--- src/rtl/rv_muldiv_unit_if.sv ---
// Issue bus and result signals shared by the RV32M multiply/divide unit.
// The core drives the master side; the unit sits on the slave side.
interface rv_muldiv_unit_if #(
    parameter int XLEN = 32
);
    logic            start_i;
    logic            valid_i;
    logic            flush_i;
    logic            stall_i;
    logic [2:0]      funct3_i;
    logic [XLEN-1:0] rs1_i;
    logic [XLEN-1:0] rs2_i;
    logic [4:0]      rd_i;
    logic            mul_rd_stage1_valid_o;
    logic [4:0]      mul_rd_stage1_o;
    logic            mul_rd_stage2_valid_o;
    logic [4:0]      mul_rd_stage2_o;
    logic [XLEN-1:0] mul_result_o;
    logic            div_ready_o;
    logic            div_busy_o;
    logic [4:0]      div_rd_o;
    logic [XLEN-1:0] div_result_o;

    modport slave (
        input  start_i, valid_i, flush_i, stall_i,
        input  funct3_i, rs1_i, rs2_i, rd_i,
        output mul_rd_stage1_valid_o, mul_rd_stage1_o,
        output mul_rd_stage2_valid_o, mul_rd_stage2_o,
        output mul_result_o,
        output div_ready_o, div_busy_o, div_rd_o, div_result_o
    );

    modport master (
        output start_i, valid_i, flush_i, stall_i,
        output funct3_i, rs1_i, rs2_i, rd_i,
        input  mul_rd_stage1_valid_o, mul_rd_stage1_o,
        input  mul_rd_stage2_valid_o, mul_rd_stage2_o,
        input  mul_result_o,
        input  div_ready_o, div_busy_o, div_rd_o, div_result_o
    );
endinterface

--- src/rtl/rv_muldiv_unit.sv ---
// RV32M execute block: 2-stage pipelined multiplier plus an
// iterative radix-2 restoring divider behind one issue port.
module rv_muldiv_unit #(
    parameter int XLEN      = 32,
    parameter int DIV_ITERS = 32
) (
    input  logic              clk,
    input  logic              rst,
    rv_muldiv_unit_if.slave   bus
);
    localparam int CW = $clog2(DIV_ITERS + 1);
    localparam logic [1:0] S_IDLE = 2'b00;
    localparam logic [1:0] S_BUSY = 2'b01;
    localparam logic [1:0] S_DONE = 2'b10;

    logic w_issue, w_mul_issue, w_div_issue;
    assign w_issue = bus.start_i & bus.valid_i
                   & ~bus.stall_i & ~bus.flush_i;
    assign w_mul_issue = w_issue & ~bus.funct3_i[2];
    assign w_div_issue = w_issue & bus.funct3_i[2];

    logic            r_m1_valid, r_m1_asgn, r_m1_bsgn, r_m1_hi;
    logic [4:0]      r_m1_rd;
    logic [XLEN-1:0] r_m1_a, r_m1_b;
    logic            r_m2_valid;
    logic [4:0]      r_m2_rd;
    logic [XLEN-1:0] r_m2_result;

    logic signed [XLEN:0]     w_a_ext, w_b_ext;
    logic signed [2*XLEN-1:0] w_prod;
    logic [XLEN-1:0]          w_mul_sel;

    // 33-bit extension makes one signed multiply cover all four ops
    always_comb begin
        w_a_ext   = {r_m1_asgn & r_m1_a[XLEN-1], r_m1_a};
        w_b_ext   = {r_m1_bsgn & r_m1_b[XLEN-1], r_m1_b};
        w_prod    = w_a_ext * w_b_ext;
        w_mul_sel = r_m1_hi ? w_prod[2*XLEN-1:XLEN]
                            : w_prod[XLEN-1:0];
    end

    always_ff @(posedge clk) begin
        if (rst) begin
            r_m1_valid  <= 1'b0;
            r_m1_asgn   <= 1'b0;
            r_m1_bsgn   <= 1'b0;
            r_m1_hi     <= 1'b0;
            r_m1_rd     <= '0;
            r_m1_a      <= '0;
            r_m1_b      <= '0;
            r_m2_valid  <= 1'b0;
            r_m2_rd     <= '0;
            r_m2_result <= '0;
        end else if (bus.flush_i) begin
            r_m1_valid <= 1'b0;
            r_m2_valid <= 1'b0;
        end else if (!bus.stall_i) begin
            r_m1_valid <= w_mul_issue;
            if (w_mul_issue) begin
                r_m1_a    <= bus.rs1_i;
                r_m1_b    <= bus.rs2_i;
                r_m1_rd   <= bus.rd_i;
                r_m1_asgn <= ~(bus.funct3_i[1] & bus.funct3_i[0]);
                r_m1_bsgn <= ~bus.funct3_i[1];
                r_m1_hi   <= bus.funct3_i[1] | bus.funct3_i[0];
            end
            r_m2_valid <= r_m1_valid;
            if (r_m1_valid) begin
                r_m2_rd     <= r_m1_rd;
                r_m2_result <= w_mul_sel;
            end
        end
    end

    logic [1:0]      r_state;
    logic [CW-1:0]   r_cnt;
    logic [XLEN-1:0] r_quo, r_rem, r_dvs;
    logic            r_neg_q, r_neg_r, r_is_rem, r_div0;
    logic [4:0]      r_rd;
    logic            r_ready;
    logic [4:0]      r_div_rd;
    logic [XLEN-1:0] r_div_result;

    logic            w_a_neg, w_b_neg;
    logic [XLEN:0]   w_shift, w_sub;
    logic [XLEN-1:0] w_q_fix, w_r_fix;

    always_comb begin
        w_a_neg = ~bus.funct3_i[0] & bus.rs1_i[XLEN-1];
        w_b_neg = ~bus.funct3_i[0] & bus.rs2_i[XLEN-1];
        w_shift = {r_rem, r_quo[XLEN-1]};
        w_sub   = w_shift - {1'b0, r_dvs};
        // divide-by-zero quotient is all ones regardless of dividend sign
        w_q_fix = r_div0  ? '1
                : r_neg_q ? -r_quo : r_quo;
        w_r_fix = r_neg_r ? -r_rem : r_rem;
    end

    always_ff @(posedge clk) begin
        if (rst) begin
            r_state      <= S_IDLE;
            r_cnt        <= '0;
            r_quo        <= '0;
            r_rem        <= '0;
            r_dvs        <= '0;
            r_neg_q      <= 1'b0;
            r_neg_r      <= 1'b0;
            r_is_rem     <= 1'b0;
            r_div0       <= 1'b0;
            r_rd         <= '0;
            r_ready      <= 1'b0;
            r_div_rd     <= '0;
            r_div_result <= '0;
        end else begin
            r_ready <= 1'b0;
            case (r_state)
                S_IDLE: if (w_div_issue) begin
                    r_quo    <= w_a_neg ? -bus.rs1_i : bus.rs1_i;
                    r_dvs    <= w_b_neg ? -bus.rs2_i : bus.rs2_i;
                    r_rem    <= '0;
                    r_neg_q  <= w_a_neg ^ w_b_neg;
                    r_neg_r  <= w_a_neg;
                    r_is_rem <= bus.funct3_i[1];
                    r_div0   <= (bus.rs2_i == '0);
                    r_rd     <= bus.rd_i;
                    r_cnt    <= CW'(DIV_ITERS);
                    r_state  <= S_BUSY;
                end
                S_BUSY: if (bus.flush_i) begin
                    r_state <= S_IDLE;
                end else begin
                    if (!w_sub[XLEN]) begin
                        r_rem <= w_sub[XLEN-1:0];
                        r_quo <= {r_quo[XLEN-2:0], 1'b1};
                    end else begin
                        r_rem <= w_shift[XLEN-1:0];
                        r_quo <= {r_quo[XLEN-2:0], 1'b0};
                    end
                    r_cnt <= r_cnt - 1'b1;
                    if (r_cnt == CW'(1)) r_state <= S_DONE;
                end
                S_DONE: begin
                    if (!bus.flush_i) begin
                        r_div_result <= r_is_rem ? w_r_fix : w_q_fix;
                        r_div_rd     <= r_rd;
                        r_ready      <= 1'b1;
                    end
                    r_state <= S_IDLE;
                end
                default: r_state <= S_IDLE;
            endcase
        end
    end

    assign bus.mul_rd_stage1_valid_o = r_m1_valid;
    assign bus.mul_rd_stage1_o       = r_m1_rd;
    assign bus.mul_rd_stage2_valid_o = r_m2_valid;
    assign bus.mul_rd_stage2_o       = r_m2_rd;
    assign bus.mul_result_o          = r_m2_result;
    assign bus.div_ready_o           = r_ready;
    assign bus.div_busy_o            = (r_state != S_IDLE);
    assign bus.div_rd_o              = r_div_rd;
    assign bus.div_result_o          = r_div_result;
endmodule

--- src/flat_wrapper.sv ---
// flat-port wrapper written by rule: the top's interface ports become plain ports
module rv_muldiv_unit_flat 
#(
    parameter int XLEN      = 32,
    parameter int DIV_ITERS = 32
)
  (clk, rst, bus_start_i, bus_valid_i, bus_flush_i, bus_stall_i, bus_funct3_i, bus_rs1_i, bus_rs2_i, bus_rd_i, bus_mul_rd_stage1_valid_o, bus_mul_rd_stage1_o, bus_mul_rd_stage2_valid_o, bus_mul_rd_stage2_o, bus_mul_result_o, bus_div_ready_o, bus_div_busy_o, bus_div_rd_o, bus_div_result_o);
  rv_muldiv_unit_if #(.XLEN(XLEN)) bus_i ();
  input  logic clk;
  input  logic rst;
  input wire logic [$bits(bus_i.start_i)-1:0] bus_start_i;
  input wire logic [$bits(bus_i.valid_i)-1:0] bus_valid_i;
  input wire logic [$bits(bus_i.flush_i)-1:0] bus_flush_i;
  input wire logic [$bits(bus_i.stall_i)-1:0] bus_stall_i;
  input wire logic [$bits(bus_i.funct3_i)-1:0] bus_funct3_i;
  input wire logic [$bits(bus_i.rs1_i)-1:0] bus_rs1_i;
  input wire logic [$bits(bus_i.rs2_i)-1:0] bus_rs2_i;
  input wire logic [$bits(bus_i.rd_i)-1:0] bus_rd_i;
  output wire logic [$bits(bus_i.mul_rd_stage1_valid_o)-1:0] bus_mul_rd_stage1_valid_o;
  output wire logic [$bits(bus_i.mul_rd_stage1_o)-1:0] bus_mul_rd_stage1_o;
  output wire logic [$bits(bus_i.mul_rd_stage2_valid_o)-1:0] bus_mul_rd_stage2_valid_o;
  output wire logic [$bits(bus_i.mul_rd_stage2_o)-1:0] bus_mul_rd_stage2_o;
  output wire logic [$bits(bus_i.mul_result_o)-1:0] bus_mul_result_o;
  output wire logic [$bits(bus_i.div_ready_o)-1:0] bus_div_ready_o;
  output wire logic [$bits(bus_i.div_busy_o)-1:0] bus_div_busy_o;
  output wire logic [$bits(bus_i.div_rd_o)-1:0] bus_div_rd_o;
  output wire logic [$bits(bus_i.div_result_o)-1:0] bus_div_result_o;
  assign bus_i.start_i = bus_start_i;
  assign bus_i.valid_i = bus_valid_i;
  assign bus_i.flush_i = bus_flush_i;
  assign bus_i.stall_i = bus_stall_i;
  assign bus_i.funct3_i = bus_funct3_i;
  assign bus_i.rs1_i = bus_rs1_i;
  assign bus_i.rs2_i = bus_rs2_i;
  assign bus_i.rd_i = bus_rd_i;
  assign bus_mul_rd_stage1_valid_o = bus_i.mul_rd_stage1_valid_o;
  assign bus_mul_rd_stage1_o = bus_i.mul_rd_stage1_o;
  assign bus_mul_rd_stage2_valid_o = bus_i.mul_rd_stage2_valid_o;
  assign bus_mul_rd_stage2_o = bus_i.mul_rd_stage2_o;
  assign bus_mul_result_o = bus_i.mul_result_o;
  assign bus_div_ready_o = bus_i.div_ready_o;
  assign bus_div_busy_o = bus_i.div_busy_o;
  assign bus_div_rd_o = bus_i.div_rd_o;
  assign bus_div_result_o = bus_i.div_result_o;
  rv_muldiv_unit #(.XLEN(XLEN), .DIV_ITERS(DIV_ITERS)) u_core (.clk(clk), .rst(rst), .bus(bus_i));
endmodule
--- config.mk ---
export PLATFORM = sky130hd
export DESIGN_NAME = rv_muldiv_unit_flat
export DESIGN_NICKNAME = d
export VERILOG_FILES = /design/src/rtl/rv_muldiv_unit_if.sv /design/src/rtl/rv_muldiv_unit.sv /design/src/flat_wrapper.sv
export SDC_FILE = /design/constraint.sdc
export NUM_CORES = 2
export LEC_CHECK = 0
export BUFFER_PORTS_ARGS = -buffer_cell sky130_fd_sc_hd__buf_2
export CELL_PAD_IN_SITES_DETAIL_PLACEMENT = 1
export CELL_PAD_IN_SITES_GLOBAL_PLACEMENT = 1
export CORE_MARGIN = 1.5
export CORE_UTILIZATION = 51
export CTS_BUF_LIST = sky130_fd_sc_hd__clkbuf_8
export DETAILED_ROUTE_END_ITERATION = 16
export PLACE_DENSITY = 0.95
export SETUP_SLACK_MARGIN = 0.4
export SYNTH_ARGS = -nofsm -noshare
export SYNTH_HDL_FRONTEND = slang
export SYNTH_SLANG_ARGS = --single-unit
--- constraint.sdc ---
create_clock -name clk -period 10.97 [get_ports clk]
set_clock_uncertainty 0.15 [all_clocks]
set_input_delay 0 -clock clk [delete_from_list [all_inputs] [get_ports clk]]
set_output_delay 0 -clock clk [all_outputs]
set_load 0.005 [all_outputs]
==> impl_metrics.json <==
{
  "period_minus_slack_ns": 9.981,
  "hold_ws_ns": 0.04758,
  "drc_errors": 0,
  "violations": "capacitance limit, slew limit",
  "synth_enable_flop_cells": 0,
  "crit_start": "u_core.r_m1_asgn",
  "cts_tree": "yes",
  "yosys-top-cells-area": "fa_1 43%, dfxtp_1 10%, inv_1 8.5%, nand2_1 7.3%, ha_1 6.0%",
  "start_kind": "flip-flop",
  "fmax_mhz": 100.2,
  "cts.sinks": 262,
  "comb_power_share_pct": 17.0,
  "cts_inserted_buffers": 45,
  "synthArstFlopShare_pct": 0,
  "grt_util_all_layers_pct": 43.21,
  "overflow": 0,
  "setup-tns-final_ns": 0,
  "path_class": "flip-flop to flip-flop",
  "syn_to_final_growth_pct": 6.975,
  "start_util_pct": 51.70,
  "path_delay_family": "adder cells",
  "cts_hold_buf": 78,
  "synth_top_family_by_area": "adder cells",
  "synth_area_um2": 52000,
  "critPathMaxFanout": 19,
  "fillers": 11770,
  "clk-insertion-delay-late_ns": 0.64,
  "switching_share_pct": 33.33,
  "tightest_slew_ns": 1.607,
  "place_congestion": 0.9678,
  "avgSynthCellArea_um2": 8.667,
  "synth_compound_area_share_pct": 8.984,
  "drt_pre_antenna_iters": 7,
  "layout.nets": 7475,
  "yosys-top-cells-count": "1,171 x inv_1, 1,126 x fa_1, 1,017 x nand2_1",
  "die_y_um": 322.3,
  "power_switching_mw": 0.7991,
  "rows": 116,
  "slew_violations": 2,
  "p_clk_share_pct": 42.1,
  "path_common_cell": "fa_1",
  "drive_gt1_share_pct": 5.930,
  "synth.most_common_cell": "inv_1",
  "wire_per_inst_um": 29.89,
  "core_area_um2": 100600,
  "hold_viol": 0,
  "hp-class": "input port to flip-flop",
  "internal_power_mw": 1.598,
  "antenna_found_initial": 27,
  "cpPeakStageDelay_ns": 0.97,
  "die_w_um": 322.3,
  "hp-start": "bus_rd_i[4]",
  "clk_pin_slew_ns": 0.09,
  "post_cts_buffers": 0,
  "grt_pass1_wl_um": 334400,
  "clock-root-buffer": "clkbuf_8",
  "seqPwrFrac_pct": 40.9,
  "power.density_nw_per_um2": 43.09,
  "die_area_um2": 103900,
  "cp-end-kind": "flip-flop",
  "synth_top_area_share_pct": 43.35,
  "synth_seq_cells": 262,
  "ios": 161,
  "synth.distinct_cells": 77,
  "cp_slowest_cell": "fa_1",
  "layout_setup_ws_ns": 0.9887,
  "finalCritPeriodShare_pct": 90.99,
  "rr_startpoint": "u_core.r_m1_asgn",
  "grt_setup_unrepaired": "false",
  "viasPerCell": 6.418,
  "place_ws_ns": 1.165,
  "max_slew_margin_pct": -7.754,
  "vias": 47680,
  "yosys.area.top_type": "fa_1",
  "io_buffers": 160,
  "status": "complete, but fails checks",
  "cap_viol_max_count": 1,
  "ys.flop_type": "dfxtp_1",
  "grt_max_degree": 82,
  "cts_buffer_depth": 3,
  "synthAdderAreaFrac_pct": 49.36,
  "synth-simple-area-share_pct": 16.24,
  "ant_nets": 0,
  "finalSetupViolations": 0,
  "cp_num_buf_inv": 8,
  "wirelength_um": 222100,
  "vdd_drop_max_mv": 0.07424,
  "synth-xor-area-share_pct": 3.604,
  "syn_inst": 6000,
  "cp.arrival_ns": 10.33,
  "ctsResizeCount": 0,
  "synth_nets": 7454,
  "cp_data_required_time_ns": 11.32,
  "grt_pass1_vias": 55440,
  "leakage_nw": 26.39,
  "dp_hpwl_um": 156700,
  "htreeDepth": 2,
  "ys_seq_area_share_pct": 10.09,
  "synth_mux_area_share_pct": 0.7531,
  "drtIter0Drc": 5346,
  "ys_warn_count": 0
}
[path summary, 6_finish.rpt]
check                             endpoint  slack [ns]  cells after the start
max            u_core.bus.mul_result_o[26]        0.99                     29
min          u_core.bus.mul_rd_stage1_o[4]        0.05                      4
min reg2reg              u_core.r_m1_a[15]        0.32                      2
max reg2reg    u_core.bus.mul_result_o[26]        0.99                     29
[cell families (layout without fill, tap and decap cells)]
family / Yosys count / in the layout
xor+xnor: 214 / 214
buf+inv: 1519 / 1573
compound gates: 736 / 736
fa+ha+maj: 1376 / 1376
flops: 262 / 262
mux: 39 / 39
simple gates: 1854 / 1854
other cells: 0 / 18
[placed cells by master (no fill, tap or decap), drive strengths merged, types with 14 or more instances in the layout]
cell type,n
inv,1182
fa,1126
nand2,1017
and2,369
a21oi,276
dfxtp,262
ha,250
buf,244
nor2,242
o21ai,132
xor2,116
xnor2,98
dlygate4sd3,78
a211oi,65
clkbuf,58
nor3,54
a21o,46
a221oi,45
mux2i,38
o31ai,32
and3,26
a22oi,20
nand3,20
nand2b,19
diode,18
nand4,18
o211ai,18
or2,16
nor2b,16
o21bai,15
o41ai,14
or3,14
or4,14
[registers in the layout, summed over array words and instances, names as in the netlist, 6 cells and up]
name and count:
u_core.bus.div_result_o 32, u_core.bus.mul_result_o 32, u_core.r_cnt 6, u_core.r_dvs 32
u_core.r_m1_a 32, u_core.r_m1_b 32, u_core.r_quo 32, u_core.r_rem 32
[layout make-up]
type                            count  area, um2  share of cell area (%)
Inverter                         1171       4395                   7.901
Antenna cell                       18      45.04                 0.08097
Multi-Input combinational cell   4219      41100                   73.87
Clock inverter                     22      126.4                  0.2272
Clock buffer                       58      798.3                   1.435
Timing Repair Buffer              322       2218                   3.988
Sequential cell                   262       5254                   9.444
Tap cell                         1357       1698                   3.052
[per-stage QoR]
step | std cells | power, mW | utilization [%] | area [um2]
floorplan | 6000 | 1.213 | - | 52000
global placement | 7253 | 1.329 | 53.57 | 53880
detailed placement | 7253 | 1.345 | 53.57 | 53880
CTS | 7411 | 2.308 | 55.27 | 55590
global route | 7419 | 2.426 | 55.29 | 55610
finish | 7429 | 2.397 | 55.31 | 55630
[metal layers]
metal,GRT usage [%],part of all wire (%)
met1,46.49,32
met5,0,0.056
met3,12.38,11
met4,39.87,11
met2,68.88,46
[tightest hold or removal path: stages]
cell and delay (ns):
dlygate4sd3_1 0.53, buf_2 0.14, nand2_1 0.05, a21oi_1 0.06
[power by group through the flow]
stage               Sequential (mW)  Combinational [mW]  Clock, mW
floorplan                     0.989               0.224          0
global placement              0.998               0.331          0
detailed placement            0.999               0.345          0
CTS                           0.978               0.374      0.955
global route                  0.981               0.417       1.03
finish                        0.981               0.407       1.01
(Power assumes the default switching activity.)
